## config.mk

```make
export PLATFORM = sky130hd
export DESIGN_NAME = writeback_cycle_flat
export DESIGN_NICKNAME = d
export VERILOG_FILES = /design/src/rtl/writeback_cycle_if.sv /design/src/rtl/writeback_cycle.sv /design/src/flat_wrapper.sv
export SDC_FILE = /design/constraint.sdc
export NUM_CORES = 1
export LEC_CHECK = 0
export CAP_MARGIN = 30
export CORE_UTILIZATION = 47
export DETAILED_ROUTE_END_ITERATION = 6
export PLACE_DENSITY_LB_ADDON = 0.05
export SETUP_SLACK_MARGIN = 0.15
export SLEW_MARGIN = 0
export SYNTH_ARGS = -nofsm -noshare
export SYNTH_HDL_FRONTEND = slang
export SYNTH_SLANG_ARGS = --single-unit
```

## constraint.sdc

```tcl
create_clock -name clk -period 2 [get_ports clk]
set_input_delay 0.4 -clock clk [delete_from_list [all_inputs] [get_ports clk]]
set_output_delay 0.4 -clock clk [all_outputs]
set_load 0.005 [all_outputs]
```

## src/rtl/writeback_cycle_if.sv

```systemverilog
// Writeback-stage bus: the upstream instruction fields in, the register-file write
// port and the status outputs back.
`timescale 1ns/1ps
interface writeback_cycle_if #(
    parameter int WIDTH = 16
);
    logic             valid_in;
    logic [WIDTH-1:0] aluout;
    logic [WIDTH-1:0] memdata;
    logic             memvalid;
    logic [WIDTH-1:0] pc;
    logic [WIDTH-1:0] imm;
    logic [3:0]       rd;
    logic             regwrite_in;
    logic [1:0]       wbsel;
    logic [WIDTH-1:0] writedata;
    logic             regwrite;
    logic [3:0]       rdout;
    logic             stall;
    logic [15:0]      retired;
    logic             memerr;

    modport master (
        output valid_in, aluout, memdata, memvalid, pc, imm, rd, regwrite_in, wbsel,
        input  writedata, regwrite, rdout, stall, retired, memerr
    );

    modport slave (
        input  valid_in, aluout, memdata, memvalid, pc, imm, rd, regwrite_in, wbsel,
        output writedata, regwrite, rdout, stall, retired, memerr
    );
endinterface

```

## src/rtl/writeback_cycle.sv

```systemverilog
// Writeback stage: one instruction register, EMPTY/ACTIVE control, load wait with
// timeout, retired-instruction counter and a sticky load-timeout flag.
`timescale 1ns/1ps
module writeback_cycle #(
    parameter int WIDTH      = 16,
    parameter int MEMTIMEOUT = 16
) (
    input  logic               clk,
    input  logic               rst,
    writeback_cycle_if.slave   bus
);
    localparam int WAITW = $clog2(MEMTIMEOUT + 1);
    localparam logic [WAITW-1:0] WAIT_LAST = WAITW'(MEMTIMEOUT - 1);

    typedef enum logic {
        EMPTY  = 1'b0,
        ACTIVE = 1'b1
    } state_t;

    state_t           state_reg;
    logic [WIDTH-1:0] aluout_reg;
    logic [WIDTH-1:0] pc_reg;
    logic [WIDTH-1:0] imm_reg;
    logic [3:0]       rd_reg;
    logic             regwrite_reg;
    logic [1:0]       wbsel_reg;
    logic [WAITW-1:0] wait_cnt_reg;
    logic [15:0]      retired_reg;
    logic             memerr_reg;

    logic             active;
    logic             ready;
    logic             not_ready;
    logic             timeout_hit;
    logic             load_en;
    logic [WIDTH-1:0] pc_plus2;
    logic [3:0]       sel_onehot;
    logic [WIDTH-1:0] src [4];
    logic [WIDTH-1:0] writedata_mux;

    assign active      = (state_reg == ACTIVE);
    // A held load is the only thing that can make the stage wait.
    assign ready       = active && ((wbsel_reg != 2'b01) || bus.memvalid);
    assign not_ready   = active && (wbsel_reg == 2'b01) && !bus.memvalid;
    assign timeout_hit = not_ready && (wait_cnt_reg == WAIT_LAST);
    assign load_en     = bus.valid_in && ((state_reg == EMPTY) || ready);

    assign pc_plus2    = pc_reg + WIDTH'(2);
    assign sel_onehot  = 4'b0001 << wbsel_reg;
    assign src[0]      = aluout_reg;
    assign src[1]      = bus.memdata;
    assign src[2]      = pc_plus2;
    assign src[3]      = imm_reg;

    // Bitwise AND-OR source mux; memdata is taken live, not from a register.
    genvar gi;
    generate
        for (gi = 0; gi < WIDTH; gi++) begin : g_wd_bit
            assign writedata_mux[gi] = |({src[3][gi], src[2][gi], src[1][gi], src[0][gi]} & sel_onehot);
        end
    endgenerate

    always_ff @(posedge clk) begin
        if (rst) begin
            state_reg    <= EMPTY;
            aluout_reg   <= '0;
            pc_reg       <= '0;
            imm_reg      <= '0;
            rd_reg       <= '0;
            regwrite_reg <= 1'b0;
            wbsel_reg    <= '0;
            wait_cnt_reg <= '0;
            retired_reg  <= '0;
            memerr_reg   <= 1'b0;
        end else begin
            if (load_en) begin
                aluout_reg   <= bus.aluout;
                pc_reg       <= bus.pc;
                imm_reg      <= bus.imm;
                rd_reg       <= bus.rd;
                regwrite_reg <= bus.regwrite_in;
                wbsel_reg    <= bus.wbsel;
            end
            case (state_reg)
                EMPTY: begin
                    wait_cnt_reg <= '0;
                    if (bus.valid_in) begin
                        state_reg <= ACTIVE;
                    end
                end
                ACTIVE: begin
                    if (ready) begin
                        retired_reg  <= retired_reg + 16'd1;
                        wait_cnt_reg <= '0;
                        state_reg    <= bus.valid_in ? ACTIVE : EMPTY;
                    end else if (timeout_hit) begin
                        // Load gave up: drop it without a write or a retire.
                        memerr_reg   <= 1'b1;
                        wait_cnt_reg <= '0;
                        state_reg    <= EMPTY;
                    end else begin
                        wait_cnt_reg <= wait_cnt_reg + 1'b1;
                    end
                end
                default: begin
                    state_reg <= EMPTY;
                end
            endcase
        end
    end

    assign bus.writedata = active ? writedata_mux : '0;
    assign bus.rdout     = active ? rd_reg : 4'd0;
    assign bus.regwrite  = ready && regwrite_reg && (rd_reg != 4'd0);
    assign bus.stall     = not_ready;
    assign bus.retired   = retired_reg;
    assign bus.memerr    = memerr_reg;
endmodule

```

## src/flat_wrapper.sv

```systemverilog
// flat-port wrapper written by rule: the top's interface ports become plain ports
module writeback_cycle_flat 
#(
    parameter int WIDTH      = 16,
    parameter int MEMTIMEOUT = 16
)
  (clk, rst, bus_valid_in, bus_aluout, bus_memdata, bus_memvalid, bus_pc, bus_imm, bus_rd, bus_regwrite_in, bus_wbsel, bus_writedata, bus_regwrite, bus_rdout, bus_stall, bus_retired, bus_memerr);
  writeback_cycle_if #(.WIDTH(WIDTH)) bus_i ();
  input  logic clk;
  input  logic rst;
  input wire logic [$bits(bus_i.valid_in)-1:0] bus_valid_in;
  input wire logic [$bits(bus_i.aluout)-1:0] bus_aluout;
  input wire logic [$bits(bus_i.memdata)-1:0] bus_memdata;
  input wire logic [$bits(bus_i.memvalid)-1:0] bus_memvalid;
  input wire logic [$bits(bus_i.pc)-1:0] bus_pc;
  input wire logic [$bits(bus_i.imm)-1:0] bus_imm;
  input wire logic [$bits(bus_i.rd)-1:0] bus_rd;
  input wire logic [$bits(bus_i.regwrite_in)-1:0] bus_regwrite_in;
  input wire logic [$bits(bus_i.wbsel)-1:0] bus_wbsel;
  output wire logic [$bits(bus_i.writedata)-1:0] bus_writedata;
  output wire logic [$bits(bus_i.regwrite)-1:0] bus_regwrite;
  output wire logic [$bits(bus_i.rdout)-1:0] bus_rdout;
  output wire logic [$bits(bus_i.stall)-1:0] bus_stall;
  output wire logic [$bits(bus_i.retired)-1:0] bus_retired;
  output wire logic [$bits(bus_i.memerr)-1:0] bus_memerr;
  assign bus_i.valid_in = bus_valid_in;
  assign bus_i.aluout = bus_aluout;
  assign bus_i.memdata = bus_memdata;
  assign bus_i.memvalid = bus_memvalid;
  assign bus_i.pc = bus_pc;
  assign bus_i.imm = bus_imm;
  assign bus_i.rd = bus_rd;
  assign bus_i.regwrite_in = bus_regwrite_in;
  assign bus_i.wbsel = bus_wbsel;
  assign bus_writedata = bus_i.writedata;
  assign bus_regwrite = bus_i.regwrite;
  assign bus_rdout = bus_i.rdout;
  assign bus_stall = bus_i.stall;
  assign bus_retired = bus_i.retired;
  assign bus_memerr = bus_i.memerr;
  writeback_cycle #(.WIDTH(WIDTH), .MEMTIMEOUT(MEMTIMEOUT)) u_core (.clk(clk), .rst(rst), .bus(bus_i));
endmodule
```

Word-level counts from Yosys, hierarchy flattened
Index checks and enable logic that the tools add are counted.
{ "word_totals": {"regBits": 78, "input_bits": 75, "output_inout_bits": 39, "word_cells": 73} }
{ "classes": {"addsub": 3, "eq_ne": 3, "shift": 1, "n_mux": 9, "bitwise": 18, "reduce_logical": 29} }
{ "op_table": {"columns": ["cell", "count"], "rows": [
  ["$and 4x4->4", 16],
  ["$reduce_or 4->1", 16],
  ["$add 16x1->16 const B", 1],
  ["$add 16x2->16 const B", 1],
  ["$mux 16", 1],
  ["$mux 5", 2],
  ["$pmux 5 s2", 1],
  ["$logic_and 1x1->1", 7],
  ["$add 5x1->5 const B", 1],
  ["$eq 5x4->1 const B", 1],
  ["$mux 4", 1],
  ["$reduce_bool 4->1", 1],
  ["$shl 1x2->4 const A", 1],
  ["$mux 1", 3],
  ["$reduce_and 3->1", 1],
  ["$eq 2x1->1 const B", 1],
  ["$logic_or 1x1->1", 2],
  ["$ne 2x1->1 const B", 1],
  ["$not 1->1", 2],
  ["$pmux 1 s2", 1],
  ["$reduce_and 2->1", 1],
  ["$logic_not 1->1", 1]
]} }

Depth between registers and ports, before layout
{ "depth": {"word_depth": 7, "mapped_depth": 7, "mapped_depth_nobuf": 5} }

Least setup slack after synthesis
Ideal clock, no wire load.
{ "synth_path": {"path_type": "reg-to-output", "startpoint": "register u_core.pc_reg[1]", "endpoint": "output port bus_writedata[5]", "t_arrival_ns": 1.421, "required_time_ns": 1.600, "setup_slack_ns": 0.179, "stages_incl_launch_ff": 6, "path_buffers": 0, "cell_sequence": "dfxtp_1 > ha_1 > nand3_1 > xnor2_1 > mux4_2 > and2_1"} }
{ "synth_via": {"elab_chain_cells": 4} }
{ "synth_rtl": {"columns": ["element", "line_no", "text"], "rows": [
  ["start, declared", "writeback_cycle.sv:22", "logic [WIDTH-1:0] pc_reg;"],
  ["start signal, assigned", "writeback_cycle.sv:78", "pc_reg <= bus.pc;"],
  ["$add 16x2->16", "writeback_cycle.sv:48", "assign pc_plus2 = pc_reg + WIDTH'(2);"],
  ["$and 4x4->4", "writeback_cycle.sv:59", "assign writedata_mux[gi] = |({src[3][gi], src[2][gi], src[1][gi], src[0][gi]} & sel_onehot);"],
  ["$reduce_or 4->1", "writeback_cycle.sv:59", null],
  ["$mux 16", "writeback_cycle.sv:112", "assign bus.writedata = active ? writedata_mux : '0;"],
  ["end, declared", "flat_wrapper.sv:20", "output wire logic [$bits(bus_i.writedata)-1:0] bus_writedata;"]
]} }
No other way between the ends.

Worst setup path in the final report
{ "layout_path": {"startpoint": "register u_core.pc_reg[3]", "endpoint": "output port bus_writedata[8]"} }
Same word-level chain as after synthesis.

==> flow_summary.json <==
{
  "clock-root-buffer": "clkbuf_8",
  "synth_common_cells": "nand2_1, dfxtp_1, a21oi_1, nor2_1, xnor2_1",
  "endpoint_kind": "output pin",
  "hold_viol_final": 0,
  "io_pins": 114,
  "ys_ff_latch": 78,
  "nFillCells": 302,
  "drive_gt1_share_pct": 50.2,
  "cp-start-kind": "register",
  "numCtsBuffers": 9,
  "clock_latency_ns": 0.36,
  "n_antenna_cell": 0,
  "synth-simple-area-share_pct": 27.2,
  "synth_compound_gate_area_share_pct": 13.9,
  "timing.final.ws_setup_ns": -0.294,
  "ys_warn_count": 0,
  "grt_pass1_vias": 3875,
  "area_growth_pct": 87.1,
  "finalNonFillerCells": 748,
  "cts_max_level": 3,
  "synthFlopType": "dfxtp_1",
  "grt_overflow_total": 0,
  "cp.required_ns": 1.60,
  "chipWidth_um": 91.3,
  "rsz0062_at_grt": "yes",
  "synth_top_family_by_area": "simple AND/OR/NAND/NOR gates",
  "cts_hold_buf": 0,
  "coreArea_um2": 7730,
  "synthesis.area_um2": 3750,
  "violations": "negative setup slack",
  "synth_edf_count": 0,
  "setup_viol": 20,
  "cp_max_fo": 4,
  "tightest_slew_ns": 0.501,
  "synthCells": 466,
  "hp-class": "reg2reg",
  "vias": 4521,
  "hpwl_um": 7350,
  "vdd_drop_max_v": 0.000393,
  "seq_area_frac_synth_pct": 41.6,
  "synth_adder_area_share_pct": 1.33,
  "placed_cells": 695,
  "path_clk_slew_ns": 0.08,
  "worst_hold_slack_ns": 0.466,
  "dr.pass1.iters": 5,
  "via_per_inst": 6.04,
  "grt_start_max_net_pins": 39,
  "dieArea_um2": 8340,
  "synthArstFlopShare_pct": 0,
  "slew_viol_final": 0,
  "syn_nets": 545,
  "cts.sinks": 78,
  "crit_arrival_ns": 1.89,
  "grt_usage_pct": 27.9,
  "max_clock_freq_mhz": 436,
  "synth-xor-area-share_pct": 4.67,
  "wl_um": 16600,
  "grt_pass1_wl_um": 18600,
  "synth_cell_types": 45,
  "port_buffers": 113,
  "wl_per_cell_um": 22.2,
  "place.gp.congestion": 0.831,
  "post-route-period-util_pct": 115,
  "clock_skew_ns": 0.0115,
  "min_period_ns": 2.29,
  "worstSetupPathType": "reg2out",
  "initial_core_util_pct": 48.5,
  "cap_violations": 0,
  "yosysMostFrequentCell": "nand2_1",
  "row_count": 32,
  "synth.top_cell.area_share_pct": 41.6,
  "cts_tree": "built",
  "pwr_density_cell_nw_per_um2": 529,
  "postSynthAreaPerCell_um2": 8.05,
  "ant_nets": 0,
  "synth_top_cell_by_area": "dfxtp_1",
  "postLayoutCoreUtil_pct": 90.8,
  "synthMuxAreaShare_pct": 6.91,
  "synthTopCellsByArea": "dfxtp_1, nand2_1, a21oi_1, mux2_2, xnor2_1",
  "cts_buffer_depth": 2,
  "die_h_um": 91.3,
  "max_slew_margin_pct": 66.6,
  "power_leakage_nw": 2.88,
  "antenna_found_initial": 0,
  "drt_iter0_drc": 379,
  "drc": 0,
  "status": "finished with violations",
  "nets": 720
}
## through the flow
step                setup WS, ns  power [mW]  instance area, µm²  setup TNS [ns]
floorplan                  0.179        1.93                3750               0
global placement          -0.299        2.24                5270           -4.41
detailed placement        -0.331        2.25                5270           -5.20
CTS                       -0.240        3.38                5940           -2.19
global route              -0.354        3.82                7020           -4.19
finish                    -0.294        3.71                7020           -3.25
## critical path, stage by stage (launching register included)
cell,delay (ns)
dfxtp_4,0.38
buf_8,0.15
buf_6,0.10
buf_6,0.09
and4_4,0.22
and4_1,0.20
o21ai_1,0.07
a21oi_1,0.17
buf_2,0.15
## report_power, final
| part | internal [mW] | switching, mW |
|---|---|---|
| clock network | 0.478 | 0.625 |
| logic | 0.479 | 0.444 |
| registers | 1.62 | 0.0635 |
| total | 2.58 | 1.13 |
## kinds of logic (layout without fill, tap and decap cells)
logic type | Yosys count | after routing
and+or+nand+nor | 210 | 210
AOI/OAI and AO/OA | 96 | 96
DFF | 78 | 78
buffers and inverters | 40 | 220
xor gates and xnor gates | 20 | 20
muxes | 18 | 18
adders and majority gates | 4 | 4
## layout make-up
cell class	count	area, µm²	area share (%)
Multi-Input combinational cell	348	3100	44.1
Timing Repair Buffer	196	2000	28.5
Sequential cell	78	1590	22.6
Clock buffer	10	138	1.96
Tap cell	102	128	1.82
Clock inverter	6	37.5	0.535
Inverter	8	30.0	0.428
## worst paths after layout
check,cells past startpoint,to,slack [ns],start
worst max register to register,11,u_core.bus.retired[6],-0.01,u_core.wbsel_reg[1]
worst max-delay path,8,bus_writedata[8],-0.29,u_core.pc_reg[3]
worst min-delay path,2,u_core.aluout_reg[8],0.47,u_core.aluout_reg[8]
worst min register to register,2,u_core.aluout_reg[8],0.47,u_core.aluout_reg[8]
## routing by layer
metal / part of all wire, % / wire length [µm] / track usage, %
met1: 37 / 6220 / 35.3
met4: 5.4 / 895 / 8.99
met3: 8.2 / 1370 / 4.10
met2: 49 / 8110 / 48.7
met5: 0 / 0 / 0
## cells in the final DEF (no fill, tap or decap), types with 7 or more instances in the layout
master            n
clkdlybuf4s50_1  89
a21oi_2          64
dfxtp_1          64
nand2_1          59
nand2_4          55
buf_4            42
buf_6            27
nor2_1           23
buf_2            15
xnor2_1          11
dfxtp_2          11
clkbuf_8         10
mux2_4            9
a21oi_1           9
nand3_1           8
buf_12            7
## timing repair
| action | in CTS | in global routing |
|---|---|---|
| resized for setup | 169 | 217 |
| cloned | 0 | 9 |
| pin swaps | 43 | 99 |
| setup endpoints to repair | 23 | 91 |
| setup buffers | 20 | 9 |
No activity file was read; power rests on OpenSTA's default activity.
